<file path="config.mk">
export PLATFORM = sky130hd
export DESIGN_NAME = regfile_arbiter_flat
export DESIGN_NICKNAME = d
export VERILOG_FILES = /design/src/rtl/regfile_arbiter_if.sv /design/src/rtl/regfile_arbiter.sv /design/src/flat_wrapper.sv
export SDC_FILE = /design/constraint.sdc
export NUM_CORES = 1
export LEC_CHECK = 0
export ABC_CLOCK_PERIOD_IN_PS = 2300
export CAP_MARGIN = 25
export CELL_PAD_IN_SITES_DETAIL_PLACEMENT = 0
export CELL_PAD_IN_SITES_GLOBAL_PLACEMENT = 2
export CORE_AREA = 2 2 83 85
export CTS_CLUSTER_DIAMETER = 80
export DETAILED_ROUTE_END_ITERATION = 10
export DIE_AREA = 0 0 85 87
export HOLD_SLACK_MARGIN = 0.05
export PLACE_DENSITY_LB_ADDON = 0.1
export SKIP_CTS_REPAIR_TIMING = 1
export SLEW_MARGIN = 20
export SYNTH_ARGS = -nofsm -noshare
export SYNTH_HDL_FRONTEND = slang
export SYNTH_SLANG_ARGS = --single-unit
</file>
<file path="constraint.sdc">
create_clock -name clk -period 2.3 [get_ports clk]
set_input_delay 0.46 -clock clk [delete_from_list [all_inputs] [get_ports clk]]
set_output_delay 0.46 -clock clk [all_outputs]
set_load 0.01 [all_outputs]
</file>
<file path="src/rtl/regfile_arbiter_if.sv">
// Single requester port of the register-file arbiter: a level request with
// its access fields, answered by one-cycle grant and completion pulses.
interface regfile_arbiter_if #(
    parameter int ADDR_W = 4,
    parameter int DATA_W = 8
);
    logic              req;
    logic              we;
    logic [ADDR_W-1:0] addr;
    logic [DATA_W-1:0] wdata;
    logic              gnt;
    logic              done;
    logic [DATA_W-1:0] rdata;

    modport master (
        output req, we, addr, wdata,
        input  gnt, done, rdata
    );

    modport slave (
        input  req, we, addr, wdata,
        output gnt, done, rdata
    );
endinterface

</file>
<file path="src/rtl/regfile_arbiter.sv">
// Round-robin arbiter serialising single read/write accesses from two ports
// onto one 16 x 8 register file; every grant is followed by a done pulse.
module regfile_arbiter #(
    parameter int ADDR_W = 4,
    parameter int DATA_W = 8
) (
    input  logic              clk,
    input  logic              rst,
    regfile_arbiter_if.slave  a,
    regfile_arbiter_if.slave  b,
    output logic              reg_wr_en,
    output logic [ADDR_W-1:0] reg_addr,
    output logic [DATA_W-1:0] reg_wr_data,
    input  logic [DATA_W-1:0] reg_rd_data,
    output logic              busy
);

    typedef enum logic [1:0] {
        S_IDLE   = 2'd0,
        S_ACCESS = 2'd1,
        S_DONE   = 2'd2
    } state_t;

    localparam logic PORT_A = 1'b0;
    localparam logic PORT_B = 1'b1;

    state_t state_r;
    logic   last_grant_r;
    logic   sel_r;
    logic   we_q;
    logic   win_a_s;
    logic   win_b_s;

    // Winner selection: a tie goes to the port that did not win last time.
    always_comb begin
        win_a_s = 1'b0;
        win_b_s = 1'b0;
        if (a.req && (!b.req || (last_grant_r == PORT_B))) begin
            win_a_s = 1'b1;
        end else if (b.req) begin
            win_b_s = 1'b1;
        end else begin
            win_b_s = 1'b0;
        end
    end

    // Access sequencer with all outputs registered; pulses default low each cycle.
    always_ff @(posedge clk) begin
        if (rst) begin
            state_r      <= S_IDLE;
            last_grant_r <= PORT_B;
            sel_r        <= PORT_A;
            we_q         <= 1'b0;
            reg_wr_en    <= 1'b0;
            reg_addr     <= {ADDR_W{1'b0}};
            reg_wr_data  <= {DATA_W{1'b0}};
            busy         <= 1'b0;
            a.gnt        <= 1'b0;
            a.done       <= 1'b0;
            a.rdata      <= {DATA_W{1'b0}};
            b.gnt        <= 1'b0;
            b.done       <= 1'b0;
            b.rdata      <= {DATA_W{1'b0}};
        end else begin
            a.gnt     <= 1'b0;
            a.done    <= 1'b0;
            b.gnt     <= 1'b0;
            b.done    <= 1'b0;
            reg_wr_en <= 1'b0;
            case (state_r)
                S_IDLE: begin
                    if (win_a_s) begin
                        sel_r        <= PORT_A;
                        last_grant_r <= PORT_A;
                        we_q         <= a.we;
                        reg_addr     <= a.addr;
                        reg_wr_data  <= a.wdata;
                        reg_wr_en    <= a.we;
                        a.gnt        <= 1'b1;
                        busy         <= 1'b1;
                        state_r      <= S_ACCESS;
                    end else if (win_b_s) begin
                        sel_r        <= PORT_B;
                        last_grant_r <= PORT_B;
                        we_q         <= b.we;
                        reg_addr     <= b.addr;
                        reg_wr_data  <= b.wdata;
                        reg_wr_en    <= b.we;
                        b.gnt        <= 1'b1;
                        busy         <= 1'b1;
                        state_r      <= S_ACCESS;
                    end else begin
                        busy    <= 1'b0;
                        state_r <= S_IDLE;
                    end
                end
                S_ACCESS: begin
                    // reg_rd_data reflects reg_addr this cycle; only the owner's rdata moves.
                    if (sel_r == PORT_A) begin
                        a.done <= 1'b1;
                        if (!we_q) begin
                            a.rdata <= reg_rd_data;
                        end else begin
                            a.rdata <= a.rdata;
                        end
                    end else begin
                        b.done <= 1'b1;
                        if (!we_q) begin
                            b.rdata <= reg_rd_data;
                        end else begin
                            b.rdata <= b.rdata;
                        end
                    end
                    busy    <= 1'b1;
                    state_r <= S_DONE;
                end
                S_DONE: begin
                    busy    <= 1'b0;
                    state_r <= S_IDLE;
                end
                default: begin
                    busy    <= 1'b0;
                    state_r <= S_IDLE;
                end
            endcase
        end
    end

endmodule

</file>
<file path="src/flat_wrapper.sv">
// flat-port wrapper written by rule: the top's interface ports become plain ports
module regfile_arbiter_flat 
#(
    parameter int ADDR_W = 4,
    parameter int DATA_W = 8
)
  (clk, rst, reg_wr_en, reg_addr, reg_wr_data, reg_rd_data, busy, a_req, a_we, a_addr, a_wdata, a_gnt, a_done, a_rdata, b_req, b_we, b_addr, b_wdata, b_gnt, b_done, b_rdata);
  regfile_arbiter_if #(.ADDR_W(ADDR_W), .DATA_W(DATA_W)) a_i ();
  regfile_arbiter_if #(.ADDR_W(ADDR_W), .DATA_W(DATA_W)) b_i ();
  input  logic clk;
  input  logic rst;
  output logic reg_wr_en;
  output logic [ADDR_W-1:0] reg_addr;
  output logic [DATA_W-1:0] reg_wr_data;
  input  logic [DATA_W-1:0] reg_rd_data;
  output logic busy;
  input wire logic [$bits(a_i.req)-1:0] a_req;
  input wire logic [$bits(a_i.we)-1:0] a_we;
  input wire logic [$bits(a_i.addr)-1:0] a_addr;
  input wire logic [$bits(a_i.wdata)-1:0] a_wdata;
  output wire logic [$bits(a_i.gnt)-1:0] a_gnt;
  output wire logic [$bits(a_i.done)-1:0] a_done;
  output wire logic [$bits(a_i.rdata)-1:0] a_rdata;
  input wire logic [$bits(b_i.req)-1:0] b_req;
  input wire logic [$bits(b_i.we)-1:0] b_we;
  input wire logic [$bits(b_i.addr)-1:0] b_addr;
  input wire logic [$bits(b_i.wdata)-1:0] b_wdata;
  output wire logic [$bits(b_i.gnt)-1:0] b_gnt;
  output wire logic [$bits(b_i.done)-1:0] b_done;
  output wire logic [$bits(b_i.rdata)-1:0] b_rdata;
  assign a_i.req = a_req;
  assign a_i.we = a_we;
  assign a_i.addr = a_addr;
  assign a_i.wdata = a_wdata;
  assign a_gnt = a_i.gnt;
  assign a_done = a_i.done;
  assign a_rdata = a_i.rdata;
  assign b_i.req = b_req;
  assign b_i.we = b_we;
  assign b_i.addr = b_addr;
  assign b_i.wdata = b_wdata;
  assign b_gnt = b_i.gnt;
  assign b_done = b_i.done;
  assign b_rdata = b_i.rdata;
  regfile_arbiter #(.ADDR_W(ADDR_W), .DATA_W(DATA_W)) u_core (.clk(clk), .rst(rst), .a(a_i), .b(b_i), .reg_wr_en(reg_wr_en), .reg_addr(reg_addr), .reg_wr_data(reg_wr_data), .reg_rd_data(reg_rd_data), .busy(busy));
endmodule
</file>
# Yosys cells after proc, flatten, opt, wreduce, memory -nomap -nowiden
# Index checks and enable logic that the tools add are counted.
totals:
  out_inout_bits: 34
  regBits: 39
classes:
  reduce_logical: 11
  mux: 22
  n_eq_ne: 1
  bitwise: 4
op_table:
  columns: ["cell", "n"]
  rows:
  - ["8-bit two-way mux", 2]
  - ["1-bit two-way mux", 15]
  - ["4-bit two-way mux", 2]
  - ["3-bit AND reduction", 2]
  - ["1-bit NOT", 4]
  - ["2-bit one-hot mux with 2 select lines", 1]
  - ["2-bit OR reduction", 2]
  - ["3-bit OR reduction", 1]
  - ["2-bit by 1-bit equality test with 1-bit output, second input constant", 1]
  - ["2-bit logical NOT", 1]
  - ["2-bit two-way mux", 1]
  - ["1-bit one-hot mux with 2 select lines", 1]
  - ["2-bit AND reduction", 1]
  - ["2-bit nonzero test", 1]
  - ["1-bit logical AND", 1]
  - ["1-bit logical NOT", 1]
  - ["1-bit logical OR", 1]

# Logic depth before layout (Yosys ltp)
# Gate-level depths: netlist of run 1.
logic_depth:
  word_depth: 7
  depth_mapped: 5

# Worst setup path after synthesis of run 1
# Ideal clock, no wire load.
synth_timing:
  path_kind: "input to register"
  startpoint: "input port rst"
  endpoint: "register u_core.reg_addr[3]"
  path_slack_ns: 1.022
  arrival_time_ns: 1.199
  stages: 4
  required_time_ns: 2.221
  setup_ns: 0.079
  path_buffers: 1
  cell_sequence: "clkbuf_1 nor3_1 o21ai_0 a32oi_1"
synth_rtl:
  columns: ["element", "line", "source"]
  rows:
  - ["start, declared", "flat_wrapper.sv:11", "input logic rst;"]
  - ["end signal, assigned", "regfile_arbiter.sv:55", "reg_addr <= {ADDR_W{1'b0}};"]
  - ["end signal, assigned", "regfile_arbiter.sv:76", "reg_addr <= a.addr;"]
  - ["end signal, assigned", "regfile_arbiter.sv:86", "reg_addr <= b.addr;"]
  - ["end, declared", "regfile_arbiter.sv:12", "output logic [ADDR_W-1:0] reg_addr,"]

# Worst setup path after layout of run 1
layout_timing:
  startpoint: "input port b_req"
  endpoint: "register u_core.we_q"
layout_via:
  elab_chain_cells: 6
  word_cells_on_any_way: 9
  classes_between: "mux (4); reduce/logical (5)"
layout_rtl:
  columns: ["element", "line", "source"]
  rows:
  - ["start, declared", "flat_wrapper.sv:24", "input wire logic [$bits(b_i.req)-1:0] b_req;"]
  - ["1-bit logical NOT", "regfile_arbiter.sv:38", "if (a.req && (!b.req || (last_grant_r == PORT_B))) begin"]
  - ["1-bit logical OR", "regfile_arbiter.sv:38", null]
  - ["1-bit logical AND", "regfile_arbiter.sv:38", null]
  - ["1-bit two-way mux", "regfile_arbiter.sv:38", null]
  - ["2-bit nonzero test (no source line)", null, null]
  - ["2-bit AND reduction (no source line)", null, null]
  - ["end signal, assigned", "regfile_arbiter.sv:75", "we_q <= a.we;"]
  - ["end signal, assigned", "regfile_arbiter.sv:85", "we_q <= b.we;"]
  - ["end, declared", "regfile_arbiter.sv:30", "logic we_q;"]
# Parallel ways exist; a longest one is shown, timed or not.
# A chain may end at the register's enable or synchronous reset.

==> summary.txt, run 1 <==
Run status
  – Status: complete, no violations

Critical path
  – WP data arrival: between 1500 and 2000 ps
  – Crit Path Class: in2reg
  – CP cell instances: clkdlybuf4s50_1 > inv_1 > o21a_1 > mux2i_1 > o32ai_1
  – Critical Path Slowest Stage Cell: o21a_1
  – Critical Path End Type: register
  – Critical Path RT: 2450 ps
  – Crit Path Max Fanout: 15
  – Critical Path Source Type: input port
  – Crit path largest cell delay: 480 ps

Pwr
  – Maximum vdd drop: approximately 0.00022 V
  – Pwr Density: 658 nW/um^2
  – Clock power frac: 0.298
  – Internal Power: ~1.2 mW
  – Psw: between 0.4 and 0.5 mW
  – Sequential Power Share: 0.486
  – Lkg Pwr: between 0.8 and 0.9 nW
  – Comb pwr share: 0.216
  – Switch share: 0.263

Clock tree
  – Clock slew at reported path FFs: roughly 70 ps
  – Root Driver: clkbuf_8
  – Num CTS Buffers: 5
  – Clock Latency Late Sink: about 290 ps
  – H-tree levels: 2
  – CTS tree: built
  – Clk sinks: 39
  – Max Root-Sink Buffers: 2

Floorplanning
  – Chip Height: 87 um
  – Initial Util: 0.229
  – Die area: 7400 sq um
  – Ports: between 70 and 80
  – Cell row count: 30
  – Die Wd: 85 um
  – Core ar.: 6570 sq um

Worst hold path
  – Hold crit path type: reg2reg

Detailed routing
  – Post-DR wirelength/cell: roughly 13 um
  – Via density: between 4 and 5
  – Routed vias: approximately 1,400
  – Detailed Route WL: around 4100 um
  – Router iterations before antenna repair: 4
  – DRC Markers: 0
  – ANT nets after route: 0
  – DRT iter0 DRCs: 37

Timing
  – # setup viols final: 0
  – Fin. Hold Viols: 0
  – Pins Over Slew Limit: 0
  – Crit path setup slack, layout: ~520 ps
  – Tmin final: 1780 ps
  – RSZ-0062 raised after global routing: false
  – Worst Max-Slew Pin Slew: between 500 and 600 ps
  – Maximum clock frequency: about 560 MHz
  – Worst hold margin: about 460 ps
  – Slew headroom: 0.604
  – Setup TNS Final: 0 ps
  – Clock skew: 4.73 ps
  – Final period util: 0.774

Placement
  – Dpl hpwl: 2900 um
  – Setup WS pre-CTS: approximately 200 ps
  – Port bufs: approximately 70
  – DP Area: 2290 sq um
  – RePlAce Congestion: 0.730

Layout
  – Design area: ~2400 sq um
  – NumNets Final: roughly 270
  – Most frequent cells in the layout: clkdlybuf4s50_1, nand2_1, dfxtp_1
  – Commonest non-fill, non-tap cell in the layout: clkdlybuf4s50_1
  – Register area: between 700 and 800 sq um
  – N_diodes: 0
  – Multi-input gate area: around 650 sq um
  – # fillers: between 600 and 700
  – Share of cells above drive strength 1: 0.0890
  – Area delta synth->final: 57.8%

Run
  – Max_cap viols: 0

Global route
  – Total gr overflow: 0
  – Vias in the first global route: around 1,300
  – Initial antenna violation count: 0
  – Largest net degree at the start of global routing: 35
  – Global-route wire length before repair: between 6000 and 7000 um
  – Total track usage: 0.112

Yosys
  – Synthesized Nets: just over 200
  – Number of synthesized flops with an enable pin: 0
  – Synth Register Bits: 39
  – Cell Area, Synth: 1510 sq um
  – Syn_area_per_cell: around 9.2 sq um
  – Sequential area share after synthesis: 0.519
  – Synth unique cells: 27
  – Ys Warns: 0
  – Async set or reset register ratio after synthesis: 0
  – Mapped Cells: roughly 160
  – Synth Flop Type: dfxtp_1
-- power by group through the flow --
stage	sequential (mW)	combinational, mW	clock (mW)
floorplan	0.793	0.138	0
global placement	0.774	0.337	0
detailed placement	0.776	0.341	0
CTS	0.761	0.343	0.489
global route	0.766	0.367	0.505
finish	0.759	0.337	0.465
-- critical path, delay by kind of cell --
family,cells,cell delay (ps)
mux,1,290
compound gates,2,590
buf+inv,2,590
-- synthesized netlist by cell type (3+ instances only) --
cell type / n / share of area
nand2_1: 40 / 0.10
dfxtp_1: 39 / 0.52
nor2_1: 24 / 0.060
mux2i_1: 9 / 0.060
a21oi_1: 8 / 0.027
a311oi_1: 6 / 0.035
a311oi_2: 5 / 0.050
clkbuf_1: 4 / 0.010
and2_1: 3 / 0.012
buf_4: 3 / 0.015
inv_1: 3 / 0.0075
nor3_1: 3 / 0.010
-- metal layers --
layer / routed length (um) / global-route usage / vias up
li1: - / - / 700
met5: 0 / 0 / -
met4: 56 / 0.0361 / 0
met2: 1860 / 0.180 / 51
met1: 1860 / 0.135 / 600
met3: 338 / 0.0474 / 5
-- through the flow --
| step | power [mW] | std cells | util |
|---|---|---|---|
| 2_1_floorplan | 0.931 | 164 | - |
| 3_3_place_gp | 1.11 | 309 | 0.348 |
| 3_5_place_dp | 1.12 | 309 | 0.348 |
| 4_1_cts | 1.59 | 316 | 0.362 |
| 5_1_grt | 1.64 | 316 | 0.362 |
| 6_report | 1.56 | 316 | 0.362 |
-- logic make-up after synthesis --
| family | share of synthesized area |
|---|---|
| flops | 0.519 |
| compound gates | 0.145 |
| mux | 0.0599 |
| buf+inv | 0.0465 |
| simple gates | 0.229 |
-- final timing paths --
kind	startpoint	to	slack [ps]	cells after the start
min	u_core.a.rdata[5]$_SDFFE_PP0P_	u_core.a.rdata[5]$_SDFFE_PP0P_	460	2
min reg2reg	u_core.a.rdata[5]$_SDFFE_PP0P_	u_core.a.rdata[5]$_SDFFE_PP0P_	460	2
max	b_req	u_core.we_q$_SDFFE_PP0P_	520	5
max reg2reg	u_core.last_grant_r$_SDFFE_PP1P_	u_core.we_q$_SDFFE_PP0P_	880	3
-- registers in the layout, summed over array words and instances (netlist names) --
name and flops:
u_core.a.rdata 8, u_core.sel_r 1, u_core.reg_wr_en 1, u_core.b.rdata 8, u_core.b.gnt 1, u_core.state_r 2, u_core.a.gnt 1, u_core.last_grant_r 1
u_core.reg_addr 4, u_core.we_q 1, u_core.b.done 1, u_core.a.done 1, u_core.reg_wr_data 8, u_core.busy 1
-- final cells by class --
cell class                      count  share of cell area
Tap cell                           80              0.0421
Sequential cell                    39               0.329
Timing Repair Buffer               75               0.312
Multi-Input combinational cell    112               0.276
Inverter                            3             0.00474
Clock inverter                      1             0.00211
Clock buffer                        6              0.0348
(Power assumes the default switching activity.)
==> inputs of run 2 (changes only) <==
--- a/config.mk
+++ b/config.mk
@@ -5,14 +5,14 @@
 export SDC_FILE = /design/constraint.sdc
 export NUM_CORES = 1
 export LEC_CHECK = 0
-export ABC_CLOCK_PERIOD_IN_PS = 2300
+export ABC_CLOCK_PERIOD_IN_PS = 1700
 export CAP_MARGIN = 25
 export CELL_PAD_IN_SITES_DETAIL_PLACEMENT = 0
 export CELL_PAD_IN_SITES_GLOBAL_PLACEMENT = 2
-export CORE_AREA = 2 2 83 85
+export CORE_AREA = 2 2 86 88
 export CTS_CLUSTER_DIAMETER = 80
 export DETAILED_ROUTE_END_ITERATION = 10
-export DIE_AREA = 0 0 85 87
+export DIE_AREA = 0 0 88 90
 export HOLD_SLACK_MARGIN = 0.05
 export PLACE_DENSITY_LB_ADDON = 0.1
 export SKIP_CTS_REPAIR_TIMING = 1
==> constraint.sdc (replaced) <==
create_clock -name clk -period 1.7 [get_ports clk]
set_input_delay 0.34 -clock clk [delete_from_list [all_inputs] [get_ports clk]]
set_output_delay 0.34 -clock clk [all_outputs]
set_load 0.01 [all_outputs]
==> summary.txt, run 2 (synthesis results as in run 1) <==
Floorplanning
  – Die area: approximately 8000 sq um
  – Chip Height: roughly 90 um
  – Initial Util: 0.214
  – Ports: just over 70
  – Core ar.: between 7000 and 8000 sq um
  – Die Wd: ~88 um
  – Cell row count: 31

Pwr
  – Total power: about 2.1 mW
  – Maximum vdd drop: 0.000276 V
  – Pwr Density: ~860 nW/um^2
  – Lkg Pwr: between 0.9 and 1 nW

Clock tree
  – Root Driver: clkbuf_8
  – Max Root-Sink Buffers: 2
  – Num CTS Buffers: 5
  – CTS tree: built
  – Clk sinks: 39
  – Clock Latency Late Sink: slightly below 300 ps
  – H-tree levels: 2
  – Clock slew at reported path FFs: roughly 80 ps

Critical path
  – Crit path largest cell delay: 540 ps
  – Worst Setup SP: u_core.reg_addr[1]$_SDFFE_PP0P_
  – Crit Path Class: reg2out
  – Crit Path Max Fanout: 2
  – Crit path buf inv count: 1
  – Critical Path Slowest Stage Cell: clkdlybuf4s50_1
  – R2r startpoint: u_core.state_r[0]$_SDFF_PP0_
  – Critical Path RT: 1360 ps
  – WP data arrival: 1190 ps
  – CP cell instances: clkdlybuf4s50_1
  – Cell family with most CP delay: buffers and inverters
  – Critical Path Source Type: register
  – Critical Path End Type: primary output

Worst hold path
  – Hold crit path type: reg2reg
  – Worst Hold Launch: u_core.a.rdata[4]$_SDFFE_PP0P_

Placement
  – Dpl hpwl: roughly 3000 um
  – Port bufs: around 70
  – Dpl cells: 335
  – RePlAce Congestion: around 0.65

Layout
  – Share of cells above drive strength 1: 0.119
  – Top Registers: u_core.a.rdata x8, u_core.b.rdata x8, u_core.reg_wr_data x8
  – Area delta synth->final: 64.3%
  – Most frequent cells in the layout: clkdlybuf4s50_1, nand2_1, dfxtp_1
  – # fillers: about 740
  – Multi-input gate area: 654 sq um
  – NumNets Final: between 200 and 300
  – Commonest non-fill, non-tap cell in the layout: clkdlybuf4s50_1
  – Post-route insts no fill: between 300 and 400
  – N_diodes: 0
  – Register area: a little under 800 sq um

Global route
  – Initial antenna violation count: 0
  – Vias in the first global route: around 1,400
  – Met3 Usage GRT: 0.0459
  – GRT Max-Usage Layer: met2
  – Largest net degree at the start of global routing: 35
  – GR met1 Demand/Resource: 0.144
  – Total track usage: 0.109
  – Total gr overflow: 0
  – Grt met2 use: 0.160
  – Global-route wire length before repair: between 6000 and 7000 um

Detailed routing
  – DRT iter0 DRCs: 73
  – Routed vias: about 1,400
  – DRC Markers: 0
  – Via density: a little under 4
  – Post-DR wirelength/cell: around 12 um
  – Detailed Route WL: slightly above 4000 um
  – Router iterations before antenna repair: 4
  – ANT nets after route: 0

Timing
  – Worst Max-Slew Pin Slew: around 380 ps
  – Pins Over Slew Limit: 0
  – Final period util: 0.902
  – Clock skew: around 4.6 ps
  – Fin. Hold Viols: 0
  – # setup viols final: 0
  – Tmin final: 1530 ps
  – RSZ-0062 raised after global routing: false
  – Slew headroom: 0.744
  – Maximum clock frequency: between 600 and 700 MHz

Run status
  – Status: complete, no violations

Run
  – Max_cap viols: 0
run 2: cell count changes in the layout (fill, tap and decap cells not counted), sizes merged:
cell / previous run / this run
buf: 4 / 11
clkinv: 1 / 3
clkbuf: 6 / 5
run 2: cell type report:
| type | instances | share of cell area |
|---|---|---|
| sequential | 39 | 0.316 |
| multi-input combinational | 112 | 0.265 |
| tap | 99 | 0.0501 |
| timing repair buffer | 82 | 0.331 |
| inverter | 3 | 0.00455 |
| clock inverter | 3 | 0.00607 |
| clock buffer | 5 | 0.0278 |
run 2: stage by stage:
step | hold slack (ps) | setup slack [ps] | utilization | area [sq um] | setup TNS (ps)
2_1_floorplan | 476 | 498 | - | 1510 | 0
3_3_place_gp | 447 | -11.8 | 0.340 | 2390 | -53.9
3_5_place_dp | 451 | -29.0 | 0.340 | 2390 | -141
4_1_cts | 462 | 143 | 0.352 | 2470 | 0
5_1_grt | 482 | 100 | 0.352 | 2470 | 0
6_report | 457 | 166 | 0.352 | 2470 | 0
run 2: final timing paths:
path / endpoint / slack [ps] / depth (start not counted)
worst min register to register: u_core.a.rdata[4]$_SDFFE_PP0P_ / 460 / 2
worst max-delay path: reg_addr[1] / 170 / 1
worst min-delay path: u_core.a.rdata[4]$_SDFFE_PP0P_ / 460 / 2
worst max register to register: u_core.a.rdata[3]$_SDFFE_PP0P_ / 370 / 4
run 2: power breakdown:
part           switching [mW]  internal [mW]
Clock                   0.340          0.281
Sequential             0.0449          0.984
Combinational           0.201          0.280
run 2: layer usage:
| metal | wire length, um | up-vias |
|---|---|---|
| li1 | - | 710 |
| met1 | 1970 | 605 |
| met2 | 1880 | 43 |
| met3 | 274 | 4 |
| met4 | 35 | 0 |
| met5 | 0 | - |
==> inputs of run 3 (changes only) <==
--- a/config.mk
+++ b/config.mk
@@ -14,7 +14,7 @@
 export DETAILED_ROUTE_END_ITERATION = 10
 export DIE_AREA = 0 0 88 90
 export HOLD_SLACK_MARGIN = 0.05
-export PLACE_DENSITY_LB_ADDON = 0.1
+export PLACE_DENSITY = 0.82
 export SKIP_CTS_REPAIR_TIMING = 1
 export SLEW_MARGIN = 20
 export SYNTH_ARGS = -nofsm -noshare
==> summary.txt, run 3 (synthesis results as in run 1) <==
Clock tree
  – Max Root-Sink Buffers: 2
  – Clock slew at reported path FFs: about 80 ps
  – Num CTS Buffers: 5
  – Clock Latency Late Sink: ~280 ps
  – Root Driver: clkbuf_8
  – Clk sinks: 39
  – CTS tree: built
  – H-tree levels: 2

Worst hold path
  – Hold Crit Depth: 2
  – Hold crit path type: reg2reg

Pwr
  – Pwr Density: between 900 and 1000 nW/um^2
  – Sequential Power Share: 0.424
  – Lkg Pwr: slightly above 0.9 nW
  – Switch share: 0.236
  – Maximum vdd drop: approximately 0.00045 V
  – Total power: 2.42 mW
  – Psw: about 0.57 mW
  – Internal Power: 1.85 mW
  – Clock power frac: 0.376
  – Comb pwr share: 0.200

Timing
  – Final period util: 0.897
  – Fin. Hold Viols: 0
  – Setup TNS Final: 0 ps
  – Maximum clock frequency: 656 MHz
  – Worst Max-Slew Pin Slew: 497 ps
  – Worst hold margin: ~460 ps
  – # setup viols final: 0
  – RSZ-0062 raised after global routing: false
  – Slew headroom: 0.665
  – Tmin final: 1520 ps
  – Pins Over Slew Limit: 0
  – Clock skew: ~9.4 ps

Detailed routing
  – Routed vias: between 1,000 and 1,500
  – Via density: between 3 and 4
  – ANT nets after route: 0
  – Post-DR wirelength/cell: between 10 and 15 um
  – Router iterations before antenna repair: 4
  – Detailed Route WL: ~4100 um
  – DRT iter0 DRCs: 61
  – DRC Markers: 0

Floorplanning
  – Core ar.: approximately 7000 sq um
  – Initial Util: 0.214
  – Cell row count: 31
  – Ports: 72
  – Die Wd: between 80 and 90 um
  – Chip Height: roughly 90 um
  – Die area: around 7900 sq um

Layout
  – Util after Layout: 0.358
  – Area delta synth->final: 67.0%
  – Top Registers: u_core.a.rdata x8, u_core.b.rdata x8, u_core.reg_wr_data x8
  – Register area: ~800 sq um
  – # fillers: between 700 and 800
  – Commonest non-fill, non-tap cell in the layout: clkdlybuf4s50_1
  – Design area: around 2500 sq um
  – Multi-input gate area: 654 sq um
  – Share of cells above drive strength 1: 0.111
  – Most frequent cells in the layout: clkdlybuf4s50_1, nand2_1, dfxtp_1
  – NumNets Final: 280
  – N_diodes: 0

Global route
  – Global-route wire length before repair: 6580 um
  – Total track usage: 0.107
  – Vias in the first global route: 1,326
  – Largest net degree at the start of global routing: 35
  – Total gr overflow: 0
  – Initial antenna violation count: 0

Placement
  – Dpl hpwl: slightly below 3000 um
  – RePlAce Congestion: around 0.7
  – Port bufs: 71
  – DP Area: 2380 sq um

Critical path
  – Reg2Reg Setup Slack: 370 ps
  – FF-to-FF path depth: 5
  – Critical Path Source Type: register
  – Crit Path Max Fanout: 2
  – Worst Setup SP: u_core.reg_wr_data[6]$_SDFFE_PP0P_
  – R2r startpoint: u_core.state_r[0]$_SDFF_PP0_
  – Reg2reg end: u_core.b.rdata[1]$_SDFFE_PP0P_
  – Crit path buf inv count: 1
  – Crit Path Class: reg2out
  – Critical Path End Type: primary output
  – Critical Path RT: approximately 1400 ps
  – CP cell instances: clkdlybuf4s50_1
  – Cell family with most CP delay: buffers and inverters
  – Crit path largest cell delay: ~550 ps
  – Worst Setup EP: reg_wr_data[6]
  – Critical Path Slowest Stage Cell: clkdlybuf4s50_1
  – WP data arrival: roughly 1200 ps
  – Critical Path Stages: 1

Run
  – Max_cap viols: 0

Run status
  – Status: complete, no violations
-- run 3: cell count changes in the layout (fill, tap and decap cells not counted) --
cell,delta
bufinv_16,+2
clkinv_2,-3
buf_4,-1
clkbuf_1,+1
-- run 3: metal layers --
layer | routed length [um] | vias to the layer above | global-route usage | share of wire
met5 | 0 | - | 0 | 0
met4 | 57 | 0 | 0.0462 | 0.014
met3 | 219 | 4 | 0.0321 | 0.054
met2 | 1900 | 36 | 0.158 | 0.46
met1 | 1910 | 604 | 0.142 | 0.47
li1 | - | 715 | - | -
-- run 3: metrics by stage --
step / std cells / setup WS (ps)
after detailed placement: 334 / -127
after floorplan: 164 / 498
after global placement: 334 / -61.8
final: 342 / 175
after CTS: 342 / 161
after global routing: 342 / 129
-- run 3: worst min-delay path by stage --
stage,startpoint,to,slack (ps)
CTS,u_core.a.rdata[6]$_SDFFE_PP0P_,u_core.a.rdata[6]$_SDFFE_PP0P_,460
global route,u_core.a.rdata[6]$_SDFFE_PP0P_,u_core.a.rdata[6]$_SDFFE_PP0P_,480
finish,u_core.a.rdata[6]$_SDFFE_PP0P_,u_core.a.rdata[6]$_SDFFE_PP0P_,460
global placement,u_core.a.rdata[0]$_SDFFE_PP0P_,u_core.a.rdata[0]$_SDFFE_PP0P_,440
floorplan,reg_rd_data[0],u_core.a.rdata[0]$_SDFFE_PP0P_,480
detailed placement,u_core.a.rdata[6]$_SDFFE_PP0P_,u_core.a.rdata[6]$_SDFFE_PP0P_,450
-- run 3: power by group through the flow --
| stage | combinational (mW) | sequential, mW | clock (mW) |
|---|---|---|---|
| 6_report | 0.485 | 1.03 | 0.909 |
| 5_1_grt | 0.526 | 1.04 | 0.978 |
| 4_1_cts | 0.492 | 1.03 | 0.943 |
| 3_5_place_dp | 0.490 | 1.05 | 0 |
| 3_3_place_gp | 0.486 | 1.05 | 0 |
| 2_1_floorplan | 0.187 | 1.07 | 0 |
-- run 3: cell type report --
cell class / count / area share
clock buffers: 6 / 0.0289
clock inverters: 2 / 0.0239
inverters: 3 / 0.00448
multi-input cells: 112 / 0.260
flip-flops and latches: 39 / 0.311
well taps: 99 / 0.0493
repair buffers: 81 / 0.323
